===== config.mk =====
export PLATFORM = sky130hd
export DESIGN_NAME = lsu_arbiter
export DESIGN_NICKNAME = d
export VERILOG_FILES = /design/src/rtl/lsu_arbiter.sv
export SDC_FILE = /design/constraint.sdc
export NUM_CORES = 1
export LEC_CHECK = 0
export ABC_AREA = 0
export BUFFER_PORTS_ARGS = -buffer_cell sky130_fd_sc_hd__buf_2
export CAP_MARGIN = 10
export CORE_AREA = 2 2 117 119
export CTS_CLUSTER_DIAMETER = 40
export DETAILED_ROUTE_END_ITERATION = 12
export DIE_AREA = 0 0 119 121
export HOLD_SLACK_MARGIN = 0.06
export PLACE_DENSITY = 0.85
export SYNTH_ARGS = -nofsm -noshare
export SYNTH_HDL_FRONTEND = slang
export SYNTH_SLANG_ARGS = --single-unit

===== constraint.sdc =====
create_clock -name clk -period 1.84 [get_ports clk]
set_clock_uncertainty 0.05 [all_clocks]
set_input_delay 0.184 -clock clk [delete_from_list [all_inputs] [get_ports clk]]
set_output_delay 0.184 -clock clk [all_outputs]
set_load 0.05 [all_outputs]

===== src/rtl/lsu_arbiter.sv =====
`default_nettype none
// ============================================================================
// Module   : lsu_arbiter
// Brief    : Two-master round-robin arbiter between the core LSU (m0) and the
//            Montgomery accelerator LSU (m1) onto the dp_ram A port.
//            Optional watchdog abort compiled in with LSU_ARB_TIMEOUT_EN.
// Revision : 1.0
// ============================================================================
module lsu_arbiter #(
    parameter int TIMEOUT_CYCLES = 255
) (
    input  logic        clk,
    input  logic        rst,
    input  logic        m0_ren,
    input  logic        m0_wen,
    input  logic [1:0]  m0_type,
    input  logic [31:0] m0_addr,
    input  logic [31:0] m0_wdata,
    output logic [31:0] m0_rdata,
    output logic        m0_done,
    input  logic        m1_ren,
    input  logic        m1_wen,
    input  logic [1:0]  m1_type,
    input  logic [31:0] m1_addr,
    input  logic [31:0] m1_wdata,
    output logic [31:0] m1_rdata,
    output logic        m1_done,
    output logic        mem_valid,
    output logic [3:0]  mem_we,
    output logic [31:0] mem_addr,
    output logic [31:0] mem_wdata,
    input  logic [31:0] mem_rdata,
    input  logic        mem_ready,
    output logic        bus_err
);

    if ((TIMEOUT_CYCLES < 1) || (TIMEOUT_CYCLES > 255)) begin : g_bad_timeout
        $error("lsu_arbiter: TIMEOUT_CYCLES must be in 1..255");
    end

    typedef enum logic [1:0] {
        S_IDLE  = 2'd0,
        S_BUSY0 = 2'd1,
        S_BUSY1 = 2'd2,
        S_TURN  = 2'd3
    } state_t;

    state_t      state_q;
    logic        rr_q;
    logic [31:0] addr_q;
    logic [31:0] wdata_q;
    logic [1:0]  type_q;
    logic        wen_q;

    logic        w_req0;
    logic        w_req1;
    logic        w_pick1;
    logic        w_busy;
    logic        w_gnt1;
    logic        w_abort;
    logic        w_finish;
    logic [3:0]  w_strb;
    logic [31:0] w_wdata_fmt;

    assign w_req0   = m0_ren | m0_wen;
    assign w_req1   = m1_ren | m1_wen;
    // m1 wins only when m0 is idle or the round-robin pointer favours m1
    assign w_pick1  = w_req1 & (~w_req0 | rr_q);
    assign w_busy   = (state_q == S_BUSY0) || (state_q == S_BUSY1);
    assign w_gnt1   = (state_q == S_BUSY1);
    assign w_finish = w_busy & (mem_ready | w_abort);

    always_ff @(posedge clk or posedge rst) begin
        if (rst) begin
            state_q <= S_IDLE;
            rr_q    <= 1'b0;
            addr_q  <= 32'd0;
            wdata_q <= 32'd0;
            type_q  <= 2'd0;
            wen_q   <= 1'b0;
        end else begin
            case (state_q)
                S_IDLE: begin
                    if (w_req0 | w_req1) begin
                        state_q <= w_pick1 ? S_BUSY1 : S_BUSY0;
                        addr_q  <= w_pick1 ? m1_addr  : m0_addr;
                        wdata_q <= w_pick1 ? m1_wdata : m0_wdata;
                        type_q  <= w_pick1 ? m1_type  : m0_type;
                        wen_q   <= w_pick1 ? m1_wen   : m0_wen;
                    end
                end
                S_BUSY0, S_BUSY1: begin
                    if (w_finish) begin
                        state_q <= S_TURN;
                        rr_q    <= ~w_gnt1;
                    end
                end
                default: state_q <= S_IDLE;
            endcase
        end
    end

`ifdef LSU_ARB_TIMEOUT_EN
    localparam logic [7:0] C_TO_LAST = 8'(TIMEOUT_CYCLES - 1);

    logic [7:0] wdog_q;

    // Held at zero while idle, so every BUSY phase starts counting from 0
    always_ff @(posedge clk or posedge rst) begin
        if (rst) begin
            wdog_q <= 8'd0;
        end else if (state_q == S_IDLE) begin
            wdog_q <= 8'd0;
        end else if (w_busy && !mem_ready) begin
            wdog_q <= wdog_q + 8'd1;
        end
    end

    // A ready in the final allowed cycle still completes normally
    assign w_abort = w_busy & ~mem_ready & (wdog_q == C_TO_LAST);
`else
    assign w_abort = 1'b0;
`endif

    always_comb begin
        w_strb      = 4'b1111;
        w_wdata_fmt = wdata_q;
        case (type_q)
            2'b00: begin
                w_strb      = 4'b0001 << addr_q[1:0];
                w_wdata_fmt = {4{wdata_q[7:0]}};
            end
            2'b01: begin
                w_strb      = 4'b0011 << {addr_q[1], 1'b0};
                w_wdata_fmt = {2{wdata_q[15:0]}};
            end
            default: begin
                w_strb      = 4'b1111;
                w_wdata_fmt = wdata_q;
            end
        endcase
    end

    assign mem_valid = w_busy;
    assign mem_addr  = w_busy ? {addr_q[31:2], 2'b00} : 32'd0;
    assign mem_we    = (w_busy && wen_q) ? w_strb : 4'b0000;
    assign mem_wdata = w_busy ? w_wdata_fmt : 32'd0;

    assign m0_done   = w_finish & ~w_gnt1;
    assign m1_done   = w_finish & w_gnt1;
    assign m0_rdata  = ((state_q == S_BUSY0) && !w_abort) ? mem_rdata : 32'd0;
    assign m1_rdata  = ((state_q == S_BUSY1) && !w_abort) ? mem_rdata : 32'd0;
    assign bus_err   = w_abort;

endmodule
`default_nettype wire


==> Yosys cells after proc, flatten, opt, wreduce, memory -nomap -nowiden <==
Index checks and enable logic that the tools add are counted.
{ "word_totals": {"regBits": 70, "output_inout_bits": 136, "elab_cells": 46} }
{ "op_classes": {"n_reduce_logical": 8, "shifts": 2, "muxes": 15, "n_bitwise": 10, "eq_ne": 5} }
{ "ops": {"columns": ["operator", "count"], "rows": [
  ["two-way mux 32 bit", 6],
  ["one-hot mux 32 bit (2 select lines)", 1],
  ["two-way mux 2 bit", 4],
  ["one-hot mux 4 bit (2 select lines)", 1],
  ["AND reduction 2 bit", 3],
  ["AND 1 bit", 4],
  ["== test 2 x 1 -> 1 bit (second input constant)", 2],
  ["logical NOT 2 bit", 2],
  ["two-way mux 4 bit", 1],
  ["!= test 2 bit (second input constant)", 2],
  ["bitwise OR 1 bit", 4],
  ["one-hot mux 2 bit (2 select lines)", 1],
  ["left shift 1 x 2 -> 4 bit (first input constant)", 1],
  ["left shift 2 x 2 -> 4 bit (first input constant)", 1],
  ["== test 2 bit (second input constant)", 1],
  ["NOT 1 bit", 2],
  ["OR reduction 2 bit", 1],
  ["logical AND 1 bit", 1],
  ["logical OR 1 bit", 1],
  ["two-way mux 1 bit", 1]
]} }

==> Logic depth before layout (Yosys ltp) <==
Gate-level depths: netlist of the first run.
{ "logic_depth": {"word_depth": 7, "ltp_mapped": 8, "ltp_nobuf": 5} }

==> Least setup slack after synthesis of the first run <==
Ideal clock, no wire load.
{ "synth_timing": {"path_type": "reg-to-output", "from": "reg state_q[1]", "to": "out mem_wdata[29]", "path_slack_ps": -796, "path_buffers": 2, "stages_incl_launch_ff": 7, "arrival_ps": 2402, "cell_sequence": "dfrtp_1 -> inv_1 -> ha_1 -> clkbuf_1 -> inv_1 -> clkbuf_1 -> a21oi_1"} }
{ "synth_between": {"elab_chain_cells": 3, "word_cells_on_any_way": 4, "cone_classes": "eq/ne (2); mux (1); reduce/logical (1)"} }
{ "synth_lines": {"columns": ["element", "line", "source"], "rows": [
  ["start, declared", "48", "state_t state_q;"],
  ["start signal, assigned", "85", "state_q <= w_pick1 ? S_BUSY1 : S_BUSY0;"],
  ["== test 2 x 1 -> 1 bit or == test 2 bit (tied branches)", "69", "assign w_busy = (state_q == S_BUSY0) || (state_q == S_BUSY1);"],
  ["logical OR 1 bit (*)", "69", null],
  ["via mem_valid", "28", "output logic mem_valid,"],
  ["two-way mux 32 bit (*)", "147", "assign mem_wdata = w_busy ? w_wdata_fmt : 32'd0;"],
  ["end, declared", "31", "output logic [31:0] mem_wdata,"]
]} }
The timed path passes the listed nets; every way through them passes the cells marked *.

==> Worst setup path after layout of the first run <==
{ "layout_timing": {"from": "reg state_q[1]", "to": "out mem_wdata[28]"} }
{ "layout_between": {"elab_chain_cells": 3, "word_cells_on_any_way": 4, "cone_classes": "eq/ne (2); mux (1); reduce/logical (1)"} }
{ "layout_lines": {"columns": ["element", "line"], "rows": [
  ["== test 2 x 1 -> 1 bit or == test 2 bit (tied branches)", "69"],
  ["logical OR 1 bit (*)", "69"],
  ["two-way mux 32 bit (*)", "147"]
]} }
Every way passes the cells marked *; elsewhere a longest branch is shown, timed or not.

==> out/summary.txt, run 1 <==
Max-Cap Viols: 0
Gate Count Post-Synth: 624
largest cells by area after synthesis: dfrtp_1, and2_1, a31oi_1
critical path endpoint category: output port
routed vias/inst: 5.482
CP startpoint: state_q[1]$_DFFE_PP0P_
CTS tree: yes
most frequent cell after synthesis: and2_1
clock root cell: clkbuf_16
share of cells above drive strength 1: 0.4589
status: finished, violations left
I/O Buffers: 303
Distinct cells, synth: 35
Hold Crit Depth: 3
Adder-Cell Fraction of Synth Area: 0.01048
critical path type: register to output port
Initial DRC Count: 643
Synth Register Bits: 70
GRT Overall Usage: 0.2882
worst endpoint required time: 1.61 ns
post-synthesis xor/xnor area fraction: 0
# rows: 42
Reg2Reg Capture Point: state_q[1]$_DFFE_PP0P_
Post-synth top flop: dfrtp_1
Via Count: 6,376
vias in the first global route: 6,254
Post-synth EDFFs: 0
Hold Crit Class: primary input to register
grt total ovfl: 0
share of the synthesized area in the top cell type: 0.3670
drt first pass iters: 7
fraction of registers with async set/reset: 1.000
hold_sp: m0_addr[17]
Synth Area in Compound Gates: 0.2081
io pins: 307
Worst Tran Pin Value: 0.5536 ns
final worst setup slack: -0.1898 ns
GP Congestion: 0.9181
CORE AREA: 13,090 um2
WP data arrival: 1.80 ns
clk slew on worst S/H paths: 0.06 ns
Tmin final: 2.030 ns
Simple-Gate Fraction of Synth Area: 0.3022
htree depth: 3
startpoint types: register
final setup vio count: 93
Syn-to-layout area delta: 86.26%
RR Startpoint: state_q[1]$_DFFE_PP0P_
Die Ht: 121 um
maximum fanout along the worst path: 24
# placed instances: 1,072
Post-DRT Antenna Nets: 0
failing checks: negative setup slack
clock sinks: 70
Ys Warns: 0
die width: 119 um
hold_ws: 0.06747 ns
worst hold endpoint: addr_q[17]$_DFFE_PP0P_
routed len/inst: 19.10 um
Initial Utilization: 0.3648
mapped cell area: 4773 um2
Clk Latency, worst-skew pair: 0.33 ns
Slew headroom: 0.6309
initial antenna violation count: 1
Non-Filler Instances: 1,163
worst-case reg-to-reg path depth: 8
top cells by count, synth: and2_1, nor2_1, o21ai_0
largest family of logic cells by synthesized area: simple AND/OR/NAND/NOR gates
post-synthesis mux area share: 0.03565
largest net degree at the start of global routing: 81
WL final: 22,220 um
placed wire-length estimate: 13,060 um
sequential fraction of the synthesis area: 0.3670
fmax: 0.4927 GHz
Slew Limit Fails: 0
Yosys top cell by area: dfrtp_1
die area: 14,400 um2
Num CTS Buffers: 9
first-pass GRT wire length: 32,450 um
Place WS: 0.09799 ns
# DRC: 0
clock buffer depth: 2
unrepaired setup endpoints after global routing: yes
Fin. Hold Viols: 0
post-route clock period utilization: 1.103
Avg Synthesized Cell Area: 7.650 um2
r2r setup slk: -0.03 ns
# nets final: 1,155
metrics by stage:
step / setup TNS, ns / utilization / instance area (um2)
after floorplan: -1.898 / - / 5151
after global placement: 0 / 0.5298 / 6933
after detailed placement: 0 / 0.5298 / 6933
after CTS: -9.411 / 0.6526 / 8539
after global routing: -14.75 / 0.6793 / 8889
final: -8.759 / 0.6795 / 8891
cells by family (layout without fill, tap and decap cells):
kind of cell,after synthesis,count (layout)
buffers and inverters,73,432
AO/OA/AOI/OAI,174,174
adder cells (fa/ha/maj),4,4
AND/OR/NAND/NOR,286,286
multiplexers,16,16
other,1,5
flip-flops,70,70
critical path, cell delays in order (launching register included):
cell,delay [ns]
dfrtp_1,0.37
inv_2,0.07
ha_4,0.33
clkinvlp_4,0.12
buf_12,0.20
a21oi_4,0.17
buf_6,0.18
state kept, by name (all words and copies together), names as in the netlist:
name and cells:
addr_q 32, rr_q 1, state_q 2, type_q 2, wdata_q 32, wen_q 1
routing by layer:
| layer | share of wire | track usage | up-vias |
|---|---|---|---|
| li1 | - | - | 2864 |
| met1 | 0.37 | 0.3316 | 3044 |
| met2 | 0.52 | 0.5000 | 397 |
| met3 | 0.084 | 0.07002 | 71 |
| met4 | 0.033 | 0.1443 | 0 |
| met5 | 0 | 0 | - |
cell usage in the layout, fill, tap and decap left out, types with 2 or more instances in the layout:
cell type,instances
buf_12,16
nor2_4,12
a21oi_2,5
nor2_1,67
buf_8,41
inv_2,2
and2_2,5
mux2i_1,8
buf_4,39
dlygate4sd3_1,65
clkinvlp_4,4
a31oi_1,67
ha_1,2
and2_4,34
mux2_2,8
clkbuf_8,3
conb_1,3
nor2b_1,2
a21oi_4,15
bufinv_16,2
inv_1,3
dfrtp_1,70
nand2b_1,3
o21ai_1,5
clkbuf_16,11
buf_2,200
and2_1,63
nand2_1,25
diode_2,2
o21ai_0,71
buf_6,45
nand3_1,68
a21oi_1,2
layout make-up:
cell class | count | area (um2)
Timing Repair Buffer | 408 | 3437
Clock inverter | 4 | 76.32
Multi-Input combinational cell | 483 | 3093
Antenna cell | 2 | 5.005
Clock buffer | 12 | 266.5
Tap cell | 176 | 220.2
Fill cell | 940 | 4194
Inverter | 8 | 41.29
Sequential cell | 70 | 1752
timing repair:
action,in CTS,in global routing
pin swaps,2,9
gates cloned,1,2
hold buffers,65,0
endpoints found under the hold margin,114,0
gates resized for setup,179,123
setup endpoints to repair,129,132
buffers inserted,3,3
worst max-delay path by stage:
stage	end	slack [ns]
floorplan	mem_wdata[29]	-0.11
global placement	mem_wdata[25]	0.15
detailed placement	mem_wdata[11]	0.1
CTS	mem_wdata[8]	-0.16
global route	m0_rdata[23]	-0.24
finish	mem_wdata[28]	-0.19
Power of run 1 is not shown: default switching activity piles up to over one toggle a cycle in this logic, so the estimate is an artifact.
==> run 2, diff against run 1 <==
Settings changed: ABC_CLOCK_PERIOD_IN_PS set to 1840, SETUP_SLACK_MARGIN set to 0.4.
==> run 2 against run 1 <==
  * The flow still finishes with violations (negative setup slack)
  * Maximum frequency hardly changed
  * Cell count rose by 1.7%
  * Cell area grew 17%
  * Sequential share of layout area decreased by 2.8 points
  * Die area is the same
  * Routed wire length is 28% higher
==> out/summary.txt, run 2 (synthesis gave the netlist of run 1 again) <==
status: finished, violations left (unchanged)
failing checks: negative setup slack (unchanged)
CP cell instances: inv_2 > ha_4 > clkinvlp_4 > buf_12 > a21oi_4 > buf_6 (unchanged)
Slew headroom: 0.4755 (was 0.6309)
routed vias/inst: 5.979 (was 5.482)
Syn-to-layout area delta: 117.4% (was 86.26%)
Slew Limit Fails: 0 (unchanged)
Initial DRC Count: 1,033 (was 643)
drt first pass iters: 8 (was 7)
GR Util met3: 0.07331 (was 0.07002)
share of cells above drive strength 1: 0.6169 (was 0.4589)
WP buf/inv: 4 (unchanged)
Non-Filler Instances: 1,183 (was 1,163)
Place WS: 0.09413 ns (was 0.09799 ns)
htree depth: 3 (unchanged)
maximum fanout along the worst path: 24 (unchanged)
Tmin final: 2.030 ns (about the same)
# DRC: 0 (unchanged)
commonest cells after routing, fill and taps aside: buf_2, buf_8, and2_4 (was buf_2, o21ai_0, dfrtp_1)
Num CTS Buffers: 9 (unchanged)
worst-path cell with the longest stage delay: dfrtp_1 (unchanged)
# rows: 42 (unchanged)
grt total ovfl: 0 (unchanged)
Placed Instance Area: 7087 um2 (was 6933 um2)
# nets final: 1,175 (was 1,155)
Fin. Hold Viols: 0 (unchanged)
post-route clock period utilization: 1.103 (about the same)
WL final: 28,430 um (was 22,220 um)
largest net degree at the start of global routing: 91 (was 81)
critical path type: register to output port (unchanged)
Max-Cap Viols: 0 (unchanged)
initial antenna violation count: 2 (was 1)
# placed instances: 1,068 (was 1,072)
placed wire-length estimate: 13,340 um (was 13,060 um)
Worst Tran Pin Value: 0.7796 ns (was 0.5536 ns)
Via Count: 7,073 (was 6,376)
clock buffer depth: 2 (unchanged)
Max stage delay on crit path: 0.39 ns (was 0.37 ns)
io pins: 307 (unchanged)
WP data arrival: 1.80 ns (about the same)
vias in the first global route: 6,549 (was 6,254)
Post-DRT Antenna Nets: 0 (unchanged)
fmax: 0.4926 GHz (was 0.4927 GHz)
die area: 14,400 um2 (unchanged)
first-pass GRT wire length: 34,800 um (was 32,450 um)
clock sinks: 70 (unchanged)
Clk Latency, worst-skew pair: 0.35 ns (was 0.33 ns)
Hold Crit Class: primary input to register (unchanged)
worst endpoint required time: 1.61 ns (about the same)
Finished Cell Area: 10,380 um2 (was 8891 um2)
die width: 119 um (unchanged)
most common cell after layout, fill and taps aside: buf_2 (unchanged)
GP Congestion: 0.8850 (was 0.9181)
TNS Setup: -11.72 ns (was -8.759 ns)
grt peak-use layer: met2 (unchanged)
critical path endpoint category: output port (unchanged)
startpoint types: register (unchanged)
final setup vio count: 109 (was 93)
crit-path leading delay family: buffers and inverters (unchanged)
Initial Utilization: 0.3648 (unchanged)
CORE AREA: 13,090 um2 (unchanged)
M1 GR Usage: 0.3531 (was 0.3316)
Regs by FF count: addr_q: 32 flops, wdata_q: 32 flops (unchanged)
clk slew on worst S/H paths: 0.06 ns (about the same)
I/O Buffers: 303 (unchanged)
clock root cell: clkbuf_16 (unchanged)
met2 GRT Util: 0.5474 (was 0.5000)
unrepaired setup endpoints after global routing: yes (unchanged)
final worst setup slack: -0.1900 ns (was -0.1898 ns)
routed len/inst: 24.03 um (was 19.10 um)
CTS tree: yes (unchanged)
Die Ht: 121 um (unchanged)
GRT Overall Usage: 0.3128 (was 0.2882)
## run 2: changes by cell type in the layout (fill, tap and decap cells not counted), moves of 8 or more
cell / change
nor2_1: -53
nor2_2: +26
clkbuf_16: +11
a31oi_1: -14
o21ai_0: -8
and2_4: +56
buf_8: +59
dlygate4sd3_1: -19
buf_2: -30
buf_6: -13
o21ai_1: +8
and2_1: -61
nor2_4: +27
## run 2: layout make-up
type	count	area, um2
Timing Repair Buffer	425	4297
Multi-Input combinational cell	486	3739
Fill cell	710	2710
Sequential cell	70	1752
Clock buffer	11	242.7
Tap cell	176	220.2
Clock inverter	5	81.33
Inverter	8	38.79
Antenna cell	2	5.005
## run 2: worst min-delay path: stages
cell and delay, ns:
buf_2 0.09, o21ai_0 0.06, a31oi_1 0.08
## run 2: through the flow
stage | hold slack, ns | utilization
2_1_floorplan | 0.2772 | -
3_3_place_gp | 0.2869 | 0.5416
3_5_place_dp | 0.2945 | 0.5416
4_1_cts | 0.06002 | 0.6857
5_1_grt | 0.06233 | 0.7929
6_report | 0.05845 | 0.7929
## run 2: metal layers
layer	wire, um	part of all wire
met4	1766	0.062
met5	0	0
met3	2902	0.10
met1	9981	0.35
met2	13780	0.48
## run 2: final timing paths
path,cells after the start,end,slack [ns],start
min in group asynchronous,4,wdata_q[1]$_DFFE_PP0P_,0.50,rst
worst min-delay path,3,wdata_q[15]$_DFFE_PP0P_,0.06,m0_wdata[15]
max in group asynchronous,4,wdata_q[31]$_DFFE_PP0P_,0.86,rst
worst max-delay path,6,mem_wdata[8],-0.19,state_q[0]$_DFFE_PP0P_
worst min register to register,2,addr_q[2]$_DFFE_PP0P_,0.52,addr_q[2]$_DFFE_PP0P_
worst max register to register,8,state_q[1]$_DFFE_PP0P_,-0.18,state_q[0]$_DFFE_PP0P_
## run 2: what timing repair did
item / 4_1_cts / 5_1_grt
buffers inserted: 7 / 16
endpoints found under the setup margin: 202 / 202
gates resized for setup: 303 / 221
hold buffers: 46 / 0
hold endpoints to repair: 104 / 0
gates cloned: 3 / 25
pin swaps: 0 / 8
Power of run 2 is left out for the same reason.
==> run 3, diff against run 2 <==
Settings changed: REMOVE_ABC_BUFFERS set to 1.
==> run 3 against run 2 <==
  * The run still ends with negative setup slack left
  * Cell count increased by 3.8%
  * Flip-flop and latch count stayed put
  * Via count up 11%
  * First-iteration DRC count is 15% higher
  * Worst setup slack got worse by 0.19 ns
  * Routed wire length rose by 22%
  * Sequential share of layout area fell by 0.45 points
  * Clock-buffer cell count decreased by 1
  * Register-to-register slack got worse by 0.09 ns
  * Non-clock buffer count rose by 38
  * Worst hold slack better by 0.0068 ns
  * Critical path depth shrank 2
  * Critical path type unchanged
==> out/summary.txt, run 3 (synthesis gave the netlist of run 1 again) <==
initial antenna violation count: 12 (was 2)
most common cell after layout, fill and taps aside: buf_2 (unchanged)
routed vias/inst: 6.406 (was 5.979)
final setup vio count: 134 (was 109)
# nets final: 1,210 (was 1,175)
Clk Latency, worst-skew pair: 0.35 ns (about the same)
WL final: 34,730 um (was 28,430 um)
die width: 119 um (unchanged)
Hold Crit Depth: 3 (unchanged)
GP Congestion: 0.9092 (was 0.8850)
Num CTS Buffers: 9 (unchanged)
I/O Buffers: 303 (unchanged)
Max-Cap Viols: 0 (unchanged)
CP cell instances: buf_4 > mux2i_1 > nor2_2 > buf_6 (was inv_2 > ha_4 > clkinvlp_4 > buf_12 > a21oi_4 > buf_6)
CORE AREA: 13,090 um2 (unchanged)
Initial Utilization: 0.3648 (unchanged)
Max stage delay on crit path: 0.64 ns (was 0.39 ns)
Regs by FF count: addr_q: 32 flops, wdata_q: 32 flops (unchanged)
TNS Setup: -19.14 ns (was -11.72 ns)
worst-path cell with the longest stage delay: mux2i_1 (was dfrtp_1)
status: finished, violations left (unchanged)
# rows: 42 (unchanged)
Slew headroom: 0.3150 (was 0.4755)
clock sinks: 70 (unchanged)
CTS tree: yes (unchanged)
vias in the first global route: 7,199 (was 6,549)
Syn-to-layout area delta: 123.3% (was 117.4%)
maximum fanout along the worst path: 13 (was 24)
htree depth: 3 (unchanged)
Post-DRT Antenna Nets: 0 (unchanged)
hold_sp: m1_wdata[18] (was m0_wdata[15])
critical path endpoint category: output port (unchanged)
Via Count: 7,867 (was 7,073)
share of cells above drive strength 1: 0.5683 (was 0.6169)
post-route clock period utilization: 1.207 (was 1.103)
r2r setup slk: -0.27 ns (was -0.18 ns)
worst hold endpoint: wdata_q[18]$_DFFE_PP0P_ (was wdata_q[15]$_DFFE_PP0P_)
GRT Overall Usage: 0.3545 (was 0.3128)
startpoint types: register (unchanged)
commonest cells after routing, fill and taps aside: buf_2, buf_6, dfrtp_1 (was buf_2, buf_8, and2_4)
Die Ht: 121 um (unchanged)
failing checks: negative setup slack (unchanged)
Initial DRC Count: 1,185 (was 1,033)
Worst Tran Pin Value: 1.017 ns (was 0.7796 ns)
Slew Limit Fails: 0 (unchanged)
io pins: 307 (unchanged)
WP data arrival: 1.99 ns (was 1.80 ns)
Reg2Reg Capture Point: wdata_q[9]$_DFFE_PP0P_ (was state_q[1]$_DFFE_PP0P_)
RR Startpoint: rr_q$_DFFE_PP0P_ (was state_q[0]$_DFFE_PP0P_)
routed len/inst: 28.28 um (was 24.03 um)
largest net degree at the start of global routing: 54 (was 91)
# DRC: 0 (unchanged)
worst-case reg-to-reg path depth: 4 (was 8)
fmax: 0.4503 GHz (was 0.4926 GHz)
drt first pass iters: 8 (unchanged)
Tmin final: 2.221 ns (was 2.030 ns)
unrepaired setup endpoints after global routing: yes (unchanged)
clk slew on worst S/H paths: 0.06 ns (about the same)
first-pass GRT wire length: 39,470 um (was 34,800 um)
final worst setup slack: -0.3805 ns (was -0.1900 ns)
clock root cell: clkbuf_16 (unchanged)
grt total ovfl: 0 (unchanged)
placed wire-length estimate: 13,280 um (was 13,340 um)
critical path type: register to output port (unchanged)
Hold Crit Class: primary input to register (unchanged)
worst endpoint required time: 1.61 ns (about the same)
die area: 14,400 um2 (unchanged)
clock buffer depth: 2 (unchanged)
Fin. Hold Viols: 0 (unchanged)
==> run 3: cell count changes in the layout (fill, tap and decap cells not counted), sizes merged, moves of 3 or more <==
| cell | before | now |
|---|---|---|
| inv | 6 | 9 |
| dlygate4sd3 | 46 | 64 |
| diode | 2 | 12 |
| clkinvlp | 3 | 0 |
| buf | 366 | 392 |
| clkbuf | 24 | 17 |
==> run 3: timing repair <==
action / 4_1_cts / 5_1_grt
endpoints found under the hold margin: 114 / 0
pin swaps: 6 / 8
gates cloned: 14 / 11
resized for setup: 322 / 254
hold buffers: 64 / 0
buffers inserted: 31 / 12
setup endpoints to repair: 195 / 202
==> run 3: worst max path at each step <==
stage                            end                    from  slack, ns
2_1_floorplan  addr_q[0]$_DFFE_PP0P_  state_q[1]$_DFFE_PP0P_      -1.81
3_3_place_gp            m0_rdata[13]  state_q[1]$_DFFE_PP0P_       0.07
3_5_place_dp            m0_rdata[13]  state_q[1]$_DFFE_PP0P_      -0.01
4_1_cts                mem_wdata[14]  state_q[0]$_DFFE_PP0P_      -0.06
5_1_grt                    mem_we[3]  state_q[0]$_DFFE_PP0P_      -0.36
6_report               mem_wdata[17]   type_q[1]$_DFFE_PP0P_      -0.38
==> run 3: worst max-delay path: cells and delay by family, from the launching register on <==
kind	cells	cell delay (ns)
buf+inv	2	0.47
simple gates	1	0.06
mux	1	0.64
flops	1	0.46
==> run 3: metrics by stage <==
step / setup WS, ns / utilization / cells / hold slack, ns / instance area (um2)
finish: -0.3805 / 0.8146 / 1228 / 0.06524 / 10660
global route: -0.3605 / 0.8146 / 1228 / 0.08407 / 10660
CTS: -0.05881 / 0.7108 / 1193 / 0.06029 / 9301
detailed placement: -0.009753 / 0.5033 / 1068 / 0.2148 / 6586
global placement: 0.07199 / 0.5033 / 1068 / 0.2095 / 6586
floorplan: -1.811 / - / 561 / 0.2772 / 4449
==> run 3: routing by layer <==
metal	GRT usage	wire length (um)
met1	0.3723	10720
met2	0.6390	15820
met3	0.07942	4315
met4	0.2277	3876
met5	0	0
==> run 3: area by class of cell <==
class                      count  area [um2]
tap                          176       220.2
antenna                       12       30.03
clock inverter                 6       116.4
multi-input combinational    483        3573
fill                         664        2426
timing repair buffer         463        4696
clock buffer                  10       239.0
sequential                    70        1752
inverter                       8       32.53
Power of run 3 is left out for the same reason.
